<file path="src/rtl/probe_rle_encoder_if.sv">
// Write side of the FX2 slave FIFO (FIFO4) as driven by the probe RLE encoder.
// The encoder is the master; the FIFO (or a bench) is the slave.
interface probe_rle_encoder_if;
    logic       fifo_ready;
    logic       fifo_wr;
    logic [7:0] fifo_data;

    modport master (input fifo_ready, output fifo_wr, output fifo_data);
    modport slave  (output fifo_ready, input fifo_wr, input fifo_data);
endinterface

</file>
<file path="src/rtl/probe_rle_encoder.sv">
// Run-length encoder for the logic-analyzer probe byte: emits {value, run} byte pairs
// into FIFO4 through a small circular pair buffer, marking lost pairs with {00,00}.
module probe_rle_encoder #(
    parameter int ADDR_W = 4
) (
    input  logic                       clk,
    input  logic                       reset,
    input  logic [7:0]                 sample,
    probe_rle_encoder_if.master        fifo,
    output logic                       overflow
);
    localparam int              DEPTH = 1 << ADDR_W;
    localparam logic [ADDR_W:0] FULL  = {1'b1, {ADDR_W{1'b0}}};

    typedef enum logic {
        PH_VALUE = 1'b0,
        PH_RUN   = 1'b1
    } phase_t;

    logic [7:0]        cur_val;
    logic [7:0]        run;
    logic              valid;
    logic [15:0]       mem [DEPTH];
    logic [ADDR_W-1:0] wr_ptr;
    logic [ADDR_W-1:0] rd_ptr;
    logic [ADDR_W:0]   count;
    phase_t            phase;
    logic              gap_pending;
    logic [15:0]       head;
    logic [15:0]       push_pair;
    logic              pair_done;
    logic              space;
    logic              push;
    logic              pop;
    logic              drop;

    assign head           = mem[rd_ptr];
    assign fifo.fifo_wr   = (count != '0) && fifo.fifo_ready;
    assign fifo.fifo_data = (phase == PH_RUN) ? head[7:0] : head[15:8];

    // A pop on the same edge frees a slot, so a full buffer can still accept the push.
    always_comb begin
        // NOTE: every signal gets a default before any condition so no path leaves it
        // unassigned, which would otherwise infer a latch.
        pair_done = 1'b0;
        pop       = 1'b0;
        space     = 1'b0;
        push      = 1'b0;
        drop      = 1'b0;
        push_pair = {cur_val, run};
        if (valid && !((sample == cur_val) && (run != 8'hFF)))
            pair_done = 1'b1;
        if (fifo.fifo_wr && (phase == PH_RUN))
            pop = 1'b1;
        space = (count != FULL) || pop;
        push  = pair_done && space;
        drop  = pair_done && !space;
        if (gap_pending)
            push_pair = 16'h0000;
    end

    always_ff @(posedge clk or posedge reset) begin
        // NOTE: sequential state uses non-blocking assignments so every register samples
        // the pre-edge values regardless of statement order.
        if (reset) begin
            cur_val <= 8'h00;
            run     <= 8'h00;
            valid   <= 1'b0;
        end else begin
            valid <= 1'b1;
            if (!valid || pair_done) begin
                cur_val <= sample;
                run     <= 8'd1;
            end else begin
                run <= run + 8'd1;
            end
        end
    end

    // NOTE: the buffer is reset deliberately: the idle output byte must read a cleared
    // entry 0, and the array is small enough for flops.
    always_ff @(posedge clk or posedge reset) begin
        if (reset) begin
            for (int i = 0; i < DEPTH; i++)
                mem[i] <= 16'h0000;
        end else if (push) begin
            mem[wr_ptr] <= push_pair;
        end
    end

    always_ff @(posedge clk or posedge reset) begin
        if (reset) begin
            wr_ptr <= '0;
            rd_ptr <= '0;
            count  <= '0;
        end else begin
            if (push)
                wr_ptr <= wr_ptr + ADDR_W'(1);
            if (pop)
                rd_ptr <= rd_ptr + ADDR_W'(1);
            count <= count + {{ADDR_W{1'b0}}, push} - {{ADDR_W{1'b0}}, pop};
        end
    end

    // The first pair accepted after a drop is replaced by the loss marker.
    always_ff @(posedge clk or posedge reset) begin
        if (reset) begin
            phase       <= PH_VALUE;
            gap_pending <= 1'b0;
            overflow    <= 1'b0;
        end else begin
            if (fifo.fifo_wr)
                phase <= (phase == PH_VALUE) ? PH_RUN : PH_VALUE;
            if (drop) begin
                gap_pending <= 1'b1;
                overflow    <= 1'b1;
            end else if (push) begin
                gap_pending <= 1'b0;
            end
        end
    end
endmodule

</file>
<file path="src/flat_wrapper.sv">
// flat-port wrapper written by rule: the top's interface ports become plain ports
module probe_rle_encoder_flat 
#(
    parameter int ADDR_W = 4
)
  (clk, reset, sample, overflow, fifo_fifo_ready, fifo_fifo_wr, fifo_fifo_data);
  probe_rle_encoder_if fifo_i ();
  input  logic clk;
  input  logic reset;
  input  logic [7:0] sample;
  output logic overflow;
  input wire logic [$bits(fifo_i.fifo_ready)-1:0] fifo_fifo_ready;
  output wire logic [$bits(fifo_i.fifo_wr)-1:0] fifo_fifo_wr;
  output wire logic [$bits(fifo_i.fifo_data)-1:0] fifo_fifo_data;
  assign fifo_i.fifo_ready = fifo_fifo_ready;
  assign fifo_fifo_wr = fifo_i.fifo_wr;
  assign fifo_fifo_data = fifo_i.fifo_data;
  probe_rle_encoder #(.ADDR_W(ADDR_W)) u_core (.clk(clk), .reset(reset), .sample(sample), .fifo(fifo_i), .overflow(overflow));
endmodule
</file>
<file path="config.mk">
export PLATFORM = sky130hd
export DESIGN_NAME = probe_rle_encoder_flat
export DESIGN_NICKNAME = d
export VERILOG_FILES = /design/src/rtl/probe_rle_encoder_if.sv /design/src/rtl/probe_rle_encoder.sv /design/src/flat_wrapper.sv
export SDC_FILE = /design/constraint.sdc
export NUM_CORES = 1
export LEC_CHECK = 0
export BUFFER_PORTS_ARGS = -buffer_cell sky130_fd_sc_hd__buf_2
export CORE_MARGIN = 5
export CORE_UTILIZATION = 40
export CTS_BUF_LIST = sky130_fd_sc_hd__clkbuf_4
export DETAILED_ROUTE_END_ITERATION = 12
export SLEW_MARGIN = 25
export SYNTH_ARGS = -nofsm -noshare
export SYNTH_HDL_FRONTEND = slang
export SYNTH_SLANG_ARGS = --single-unit
</file>
<file path="constraint.sdc">
create_clock -name clk -period 7.8 [get_ports clk]
set_input_delay 0.39 -clock clk [delete_from_list [all_inputs] [get_ports clk]]
set_output_delay 0.39 -clock clk [all_outputs]
set_load 0.01 [all_outputs]
</file>
==> impl_metrics.py, run 1 <==
metrics = {
    "synthesis": {
        "yosys.area_share.adder": 0.01249,
        "synth_compound_area_frac": 0.1883,
        "ys_warn_count": 0,
        "seq_area_frac_synth": 0.5307,
        "dominantRegCellSynth": "dfrtp_1",
        "syn-instance-count": 1046,
        "yosysMostFrequentCell": "dfrtp_1",
        "synth_mux_area_frac": 0.1196,
        "ys_top_cells_by_count": "dfrtp_1, o2bb2ai_1, nand2_1, mux2i_1",
        "async_reset_ff_frac": 1.000,
        "synth_top_family_by_area": "compound AO/OA/AOI/OAI gates",
        "yosys.area_share.simple": 0.08823,
        "synthTopCellsByArea": "dfrtp_1, o2bb2ai_1, mux4_2, mux2i_1, nand4_4",
        "syn_avg_cell_area_um2": 13.03,
        "synth_xor_area_frac": 0.01662,
        "synth_seq_cells": 289,
        "syn-cell-area_um2": 13630,
        "synth_top_area_cell": "dfrtp_1",
        "synth_nets": 1070,
        "synth_edf_count": 0,
        "synth_cell_types": 49,
        "synth_top_area_share": 0.5307,
    },
    "die": {
        "dieHeight_um": 194.6,
        "fp-row-count": 67,
        "initial_core_util": 0.4054,
        "io_pins": 21,
        "die_w_um": 194.6,
        "die-area_um2": 37860,
        "core_um2": 33620,
    },
    "clocking": {
        "cts_sinks": 289,
        "tritoncts": "built",
        "clockBufferDepth": 3,
        "cts-resized-gates": 0,
        "clkLatencyLatePin_ns": 0.70,
        "cts.clk_slew.worst_paths_ns": 0.07,
        "cts_max_level": 3,
        "cts-root-buf": "clkbuf_4",
        "cts_buffers": 78,
    },
    "worst_setup_path": {
        "crit_buf_inv": 2,
        "cp_slowest_cell": "dfrtp_4",
        "r2r_start": "u_core.count[2]",
        "required_ns": 7.41,
        "crit_chain": "buf_4 > mux2i_1 > a221oi_1 > o22ai_1 > a221oi_1 > buf_2",
        "max_stage_delay_ns": 1.02,
        "crit_type": "register to primary output",
        "endpoint_kind": "primary output",
        "rr_worst_depth": 12,
        "startpoint_type": "register",
        "arrival_ns": 3.88,
        "r2r_slack_ns": 4.31,
        "crit_top_cell": "a221oi_1",
        "regToRegEndpoint": "u_core.count[4]",
        "worstPathMaxFanout": 53,
        "crit_family": "buffers and inverters",
        "crit_start": "u_core.rd_ptr[1]",
    },
    "timing": {
        "timing.final.crit_share": 0.5478,
        "period_minus_slack_ns": 4.273,
        "rsz0062_at_grt": "false",
        "slew_violations": 0,
        "finalClockSkew_ns": 0.03901,
        "hold_viol_final": 0,
        "timing.fmax_mhz": 234.1,
        "tightest_slew_ns": 1.059,
        "slew_headroom": 0.2931,
        "setup_viol": 0,
        "fin_setup_tns_ns": 0,
    },
    "layout": {
        "n_fill_cell": 3108,
        "drive_gt1_frac": 0.2087,
        "seqCellArea_um2": 7237,
        "multi_input_area_um2": 5813,
        "fin_nets": 1093,
        "syn2layout_area_growth_pct": 9.870,
        "finalCoreUtilization": 0.4454,
    },
    "grt": {
        "grt_use_met3": 0.03878,
        "grt_first_pass_wirelength_um": 61140,
        "met1_usage": 0.2999,
        "antenna_found_initial": 1,
        "gr-total-overflow": 0,
        "grt_max_degree": 145,
        "grt_busiest_layer": "met2",
        "first_global_vias": 9841,
        "track_usage": 0.2072,
        "met2_usage": 0.3185,
    },
    "drt": {
        "wl_um": 39740,
        "drcViolationCount": 0,
        "num_vias": 9560,
        "dr.pass1.iters": 7,
        "avgRoutedWirePerCell_um": 25.23,
        "ant_nets": 0,
        "avgViaCountPerCell": 6.070,
        "drt_iter0_markers": 679,
    },
    "placement": {
        "numPortBuffers": 20,
        "gp_congestion": 0.8839,
        "dp_hpwl_um": 23510,
    },
    "flow_run": {
        "cap_viol_max_count": 0,
    },
    "min_path": {
        "worstHoldPathType": "input port to register",
        "hold_depth": 3,
        "hold_start": "fifo_fifo_ready",
        "holdPathEnd": "u_core.phase",
    },
    "power": {
        "power.total_mw": 5.805,
        "p_leak_nw": 6.340,
        "power.density_nw_per_um2": 387.7,
        "power.ir.vdd_worst_uv": 194.0,
    },
    "run_status": {
        "outcome": "finished, final reports clean",
    },
}
==> tightest hold or removal path: cells and delay by family <==
family | cells | cell delay [ns]
xor gates and xnor gates | 1 | 0.16
buffers and inverters | 1 | 0.12
AOI/OAI and AO/OA | 1 | 0.20
==> flip-flops by register name, summed over array words and instances (netlist names) <==
signal	count
u_core.overflow	1
u_core.valid	1
u_core.phase	1
u_core.gap_pending	1
u_core.mem	256
u_core.wr_ptr	4
u_core.cur_val	8
u_core.count	5
u_core.run	8
u_core.rd_ptr	4
==> worst max path at each step <==
stage | to | cells past startpoint
2_1_floorplan | u_core.count[0] | 1
4_1_cts | fifo_fifo_data[4] | 6
6_report | fifo_fifo_data[4] | 6
3_3_place_gp | fifo_fifo_data[4] | 6
5_1_grt | fifo_fifo_data[4] | 6
3_5_place_dp | fifo_fifo_data[4] | 6
==> cell families (layout without fill, tap and decap cells) <==
| group | after synthesis | count (layout) |
|---|---|---|
| mux | 120 | 120 |
| compound gates | 304 | 304 |
| simple gates | 185 | 185 |
| other cells | 1 | 2 |
| buf+inv | 109 | 189 |
| flops | 289 | 289 |
| xor+xnor | 25 | 25 |
| fa+ha+maj | 13 | 13 |
==> metal layers <==
layer	vias up	share of wire
met3	84	0.061
met4	0	0.026
met1	4981	0.45
met5	-	0
met2	386	0.46
li1	4109	-
==> where the power goes <==
| part | switching [mW] | total, mW | internal, mW |
|---|---|---|---|
| combinational | 1.26 | 2.16 | 0.898 |
| clock | 0.635 | 1.40 | 0.763 |
| sequential | 0.352 | 2.24 | 1.89 |
| total | 2.25 | 5.81 | 3.55 |
==> area by class of cell <==
| class | count | area share |
|---|---|---|
| Sequential cell | 289 | 0.4833 |
| Multi-Input combinational cell | 648 | 0.3882 |
| Clock buffer | 120 | 0.06017 |
| Tap cell | 448 | 0.03744 |
| Timing Repair Buffer | 41 | 0.01980 |
| Clock inverter | 17 | 0.007855 |
| Inverter | 11 | 0.003008 |
| Antenna cell | 1 | 0.0001671 |
==> layout by cell type (no fill, tap or decap), types with 16 or more instances in the layout <==
cell type	instances
dfrtp_1	287
o2bb2ai_1	187
clkbuf_4	120
nand2_1	72
mux2i_1	65
a22o_1	36
mux4_2	32
nor2_1	28
a221oi_1	24
buf_2	20
nor2b_1	17
and2_1	17
xor2_1	16
a22oi_1	16
o21ai_0	16
==> through the flow <==
step / hold WS, ns / worst slack, ns / cell area (um^2) / instances
3_5_place_dp: 0.4686 / 4.286 / 13860 / 1428
5_1_grt: 0.2015 / 3.371 / 14970 / 1575
4_1_cts: 0.1869 / 3.518 / 14960 / 1574
6_report: 0.2274 / 3.527 / 14970 / 1575
2_1_floorplan: 0.4509 / 3.577 / 13630 / 1046
3_3_place_gp: 0.4667 / 4.271 / 13860 / 1428
==> timing repair <==
item / in CTS / in global routing
hold buffers: 9 / 0
endpoints found under the hold margin: 11 / 0
setup buffers: 0 / 0
No activity file was read; power rests on OpenSTA's default activity.
==> run 2: changes to the inputs <==
clock period = 4.04 ns   (was 7.8 ns; I/O delays follow)
==> run 2 against run 1 <==
Core utilization rose by 0.55 points. Via count rose by 0.47%. Wire length fell by 0.81%.
==> impl_metrics.py, run 2 (same netlist as run 1, synthesis figures left out) <==
metrics = {
    "clocking": {
        "clockBufferDepth": 3,
        "tritoncts": "built",
        "cts_max_level": 3,
        "cts_buffers": 79,
        "post_cts_buffers": 0,
        "cts_sinks": 289,
        "clkLatencyLatePin_ns": 0.71,
        "cts-root-buf": "clkbuf_4",
        "cts-resized-gates": 0,
        "cts.clk_slew.worst_paths_ns": 0.07,
    },
    "power": {
        "power.density_nw_per_um2": 757.3,
        "p_leak_nw": 6.428,
        "switching_share": 0.3870,
        "p_sw_mw": 4.443,
        "seqPwrFrac": 0.371,
        "p_int_mw": 7.036,
        "p_clk_frac": 0.248,
        "power.ir.vdd_worst_uv": 337.7,
        "p_comb_frac": 0.381,
    },
    "drt": {
        "num_vias": 9605,
        "avgViaCountPerCell": 6.037,
        "drt_iter0_markers": 868,
        "avgRoutedWirePerCell_um": 24.78,
        "drcViolationCount": 0,
        "wl_um": 39420,
        "dr.pass1.iters": 5,
        "ant_nets": 0,
    },
    "timing": {
        "timing.fmax_mhz": 277.3,
        "hold_viol_final": 0,
        "finalClockSkew_ns": 0.05529,
        "slew_headroom": 0.3358,
        "period_minus_slack_ns": 3.606,
        "tightest_slew_ns": 0.9963,
        "slew_violations": 0,
        "fin_ws_ns": 0.4339,
        "whs_ns": 0.1033,
        "setup_viol": 0,
        "rsz0062_at_grt": "false",
        "fin_setup_tns_ns": 0,
        "timing.final.crit_share": 0.8926,
    },
    "worst_setup_path": {
        "worstPathMaxFanout": 39,
        "crit_type": "register to primary output",
        "startpoint_type": "register",
        "arrival_ns": 3.40,
        "required_ns": 3.84,
        "endpoint_kind": "primary output",
    },
    "die": {
        "die_w_um": 194.6,
        "core_um2": 33620,
        "dieHeight_um": 194.6,
        "io_pins": 21,
        "initial_core_util": 0.4054,
        "fp-row-count": 67,
        "die-area_um2": 37860,
    },
    "placement": {
        "numPortBuffers": 20,
        "gp_congestion": 0.8268,
        "dp_hpwl_um": 24090,
        "dp_worst_setup_slack_ns": 1.026,
    },
    "grt": {
        "first_global_vias": 10080,
        "grt_max_degree": 111,
        "antenna_found_initial": 1,
        "gr-total-overflow": 0,
        "track_usage": 0.2088,
        "grt_first_pass_wirelength_um": 61690,
    },
    "run_status": {
        "outcome": "finished, final reports clean",
    },
    "layout": {
        "fin_nets": 1110,
        "final_cell_mix": "dfrtp_1, o2bb2ai_1, clkbuf_4",
        "drive_gt1_frac": 0.2058,
        "regMostFlops": "u_core.mem",
        "final_common_cell": "dfrtp_1",
        "largestRegisters": "u_core.mem (256), u_core.cur_val (8), u_core.run (8)",
        "largest_register_ffs": 256,
        "syn2layout_area_growth_pct": 11.24,
    },
    "min_path": {
        "worstHoldPathType": "input port to asynchronous set/reset pin",
    },
    "flow_run": {
        "cap_viol_max_count": 0,
    },
}
## run 2: cell count changes in the layout (fill, tap and decap cells not counted)
cell,previous run,this run
clkinv_1,13,24
bufinv_16,2,6
nor2b_1,17,18
and2_2,3,0
nor2b_2,2,1
dlygate4sd3_1,9,10
buf_6,1,0
clkbuf_4,120,105
and2_1,17,20
buf_4,10,24
buf_12,1,3
## run 2: what timing repair did
item | in CTS | in global routing
hold endpoints to repair | 27 | 0
endpoints found under the setup margin | 0 | 0
hold buffers | 10 | 0
## run 2: routing by layer
layer	vias up	global-route usage	wire length, um
met5	-	0	0
met4	0	0.08333	1481
met3	87	0.04744	2671
met2	383	0.3132	17820
met1	4995	0.2955	17450
li1	4140	-	-
## run 2: path summary, 6_finish.rpt
kind / from / to / slack, ns / cells after the start
worst min register to register: u_core.mem[106] / u_core.mem[106] / 0.49 / 1
max in group asynchronous: reset / u_core.mem[183] / 2.90 / 4
worst max-delay path: u_core.rd_ptr[1] / fifo_fifo_data[6] / 0.43 / 6
worst min-delay path: reset / u_core.mem[80] / 0.10 / 3
worst max register to register: u_core.cur_val[4] / u_core.count[4] / 1.03 / 10
min in group clk: sample[4] / u_core.cur_val[4] / 0.17 / 2
## run 2: area by class of cell
cell class,instances,area [um^2]
Fill cell,3070,18460
Inverter,11,45.04
Clock inverter,32,279.0
Clock buffer,105,788.3
Multi-Input combinational cell,648,5807
Timing Repair Buffer,57,440.4
Sequential cell,289,7237
Antenna cell,1,2.502
Tap cell,448,560.5
## run 2: worst max-delay path, cell delays in order (launching register included)
cell and delay (ns):
dfrtp_4 0.87, buf_4 0.40, mux2i_1 0.11, a221oi_1 0.39, o22ai_1 0.21, a221oi_1 0.48
buf_2 0.23
## run 2: power by group through the flow
stage	Combinational, mW	Clock, mW	Sequential (mW)
6_report	4.37	2.85	4.25
5_1_grt	4.69	3.08	4.35
4_1_cts	4.37	2.91	4.24
3_3_place_gp	4.31	0	4.26
3_5_place_dp	4.37	0	4.27
2_1_floorplan	3.30	0	4.00
## run 2: metrics by stage
| stage | instances | util | area [um^2] | power, mW |
|---|---|---|---|---|
| 6_report | 1591 | 0.4510 | 15160 | 11.48 |
| 5_1_grt | 1591 | 0.4510 | 15160 | 12.12 |
| 4_1_cts | 1590 | 0.4509 | 15160 | 11.52 |
| 3_5_place_dp | 1443 | 0.4162 | 13990 | 8.637 |
| 3_3_place_gp | 1443 | 0.4162 | 13990 | 8.578 |
| 2_1_floorplan | 1046 | - | 13630 | 7.305 |
==> run 3: changes to the inputs <==
CORE_UTILIZATION = 65   (was 40)
PLACE_DENSITY = 0.82   (was not set)
TNS_END_PERCENT = 50   (was not set)
==> run 3 against run 2 <==
Final cell count shrank 12%. Highest routed layer unchanged. Clock power shrank 15%. Core utilization grew 26 points. Critical endpoint is now fifo_fifo_data[5]. Die area shrank 37%. Sequential power shrank 0.9%. Largest cell class unchanged. Clock skew shrank 0.0023 ns. Worst setup slack gained 0.17 ns. Via count grew 2.1%. Sequential cell count is the same. Total power shrank 4.2%. Largest power group unchanged. Wire length shrank 5.8%.
==> impl_metrics.py, run 3 (same netlist as run 1, synthesis figures left out) <==
metrics = {
    "run_status": {
        "outcome": "finished, final reports clean",
    },
    "timing": {
        "slew_violations": 0,
        "fin_ws_ns": 0.6055,
        "fin_setup_tns_ns": 0,
        "period_minus_slack_ns": 3.434,
        "setup_viol": 0,
        "rsz0062_at_grt": "false",
        "tightest_slew_ns": 0.9965,
        "timing.final.crit_share": 0.8501,
        "hold_viol_final": 0,
        "timing.fmax_mhz": 291.2,
        "slew_headroom": 0.3332,
        "finalClockSkew_ns": 0.05297,
    },
    "worst_setup_path": {
        "endpoint_kind": "primary output",
        "required_ns": 3.84,
        "arrival_ns": 3.23,
        "regToRegEndpoint": "u_core.count[4]",
        "r2r_slack_ns": 0.99,
        "r2r_start": "u_core.cur_val[5]",
        "crit_type": "register to primary output",
        "startpoint_type": "register",
        "worstPathMaxFanout": 23,
        "rr_worst_depth": 10,
    },
    "layout": {
        "syn2layout_area_growth_pct": 8.282,
        "drive_gt1_frac": 0.1972,
        "fin_nets": 1102,
        "regMostFlops": "u_core.mem",
        "final_common_cell": "dfrtp_1",
        "final_cell_mix": "dfrtp_1, o2bb2ai_1, clkbuf_4",
        "largest_register_ffs": 256,
        "largestRegisters": "u_core.mem (256), u_core.cur_val (8), u_core.run (8)",
        "finalCoreUtilization": 0.7087,
    },
    "power": {
        "power.ir.vdd_worst_uv": 525.0,
        "p_leak_nw": 6.328,
        "power.density_nw_per_um2": 745.4,
    },
    "grt": {
        "grt_first_pass_wirelength_um": 59130,
        "track_usage": 0.3211,
        "antenna_found_initial": 2,
        "first_global_vias": 10360,
        "gr-total-overflow": 0,
        "grt_max_degree": 98,
    },
    "clocking": {
        "clkLatencyLatePin_ns": 0.72,
        "cts-root-buf": "clkbuf_4",
        "cts_buffers": 74,
        "clockBufferDepth": 3,
        "cts_max_level": 3,
        "tritoncts": "built",
        "cts.clk_slew.worst_paths_ns": 0.07,
        "cts-resized-gates": 0,
        "cts_sinks": 289,
    },
    "drt": {
        "avgViaCountPerCell": 6.966,
        "dr.pass1.iters": 8,
        "avgRoutedWirePerCell_um": 26.37,
        "drcViolationCount": 0,
        "num_vias": 9808,
        "drt_iter0_markers": 1149,
        "wl_um": 37130,
        "ant_nets": 0,
    },
    "die": {
        "die-area_um2": 23960,
        "core_um2": 20820,
        "io_pins": 21,
        "dieHeight_um": 154.8,
        "fp-row-count": 53,
        "initial_core_util": 0.6545,
        "die_w_um": 154.8,
    },
    "placement": {
        "gp_congestion": 0.8478,
        "dp_hpwl_um": 22420,
        "dp_worst_setup_slack_ns": 1.036,
        "numPortBuffers": 20,
    },
    "flow_run": {
        "cap_viol_max_count": 0,
    },
    "min_path": {
        "worstHoldPathType": "input port to asynchronous set/reset pin",
    },
}
## run 3: critical path, stage by stage (launching register included)
cell and delay, ns:
dfrtp_2 0.42, buf_4 0.25, buf_4 0.49, mux4_2 0.57
nor2_1 0.09, a221oi_1 0.06, o22ai_1 0.35, a221oi_1 0.12
buf_2 0.20
## run 3: worst max-delay path by stage
| stage | cells after the start | slack (ns) | start | end |
|---|---|---|---|---|
| final | 8 | 0.61 | u_core.rd_ptr[0] | fifo_fifo_data[5] |
| after global routing | 8 | 0.36 | u_core.rd_ptr[0] | fifo_fifo_data[5] |
| after CTS | 8 | 0.58 | u_core.rd_ptr[0] | fifo_fifo_data[5] |
| after detailed placement | 13 | 1.04 | u_core.count[2] | u_core.count[4] |
| after global placement | 13 | 1.17 | u_core.count[3] | u_core.count[4] |
| after floorplan | 1 | 0.005 | reset | u_core.count[0] |
## run 3: repair_timing
action	in CTS	in global routing
hold buffers	10	0
setup buffers	0	0
endpoints found under the hold margin	35	0
## run 3: layout make-up
cell class | count | area (um^2)
Clock buffer | 98 | 735.7
Inverter | 11 | 45.04
Clock inverter | 31 | 147.6
Tap cell | 275 | 344.1
Fill cell | 1453 | 6066
Antenna cell | 2 | 5.005
Multi-Input combinational cell | 648 | 5812
Timing Repair Buffer | 54 | 430.4
Sequential cell | 289 | 7237
## run 3: per-stage QoR
step,std cells,total power [mW],hold slack [ns],area (um^2)
2_1_floorplan,1046,7.305,0.2996,13630
3_3_place_gp,1267,8.372,0.3330,13760
3_5_place_dp,1267,8.504,0.3350,13770
4_1_cts,1406,10.92,0.1459,14750
5_1_grt,1408,11.56,0.1744,14760
6_report,1408,11.00,0.1516,14760
## run 3: power breakdown
group	internal, mW	switching [mW]
combinational	1.79	2.60
sequential	3.65	0.553
clock	1.20	1.21
total	6.64	4.36
## run 3: per-layer routing
layer  global-route usage  up-vias  share of wire
li1                     -     4115              -
met1               0.4397     4918           0.39
met2               0.4748      614           0.46
met3              0.09625      161           0.10
met4               0.1539        0          0.049
met5                    0        -              0
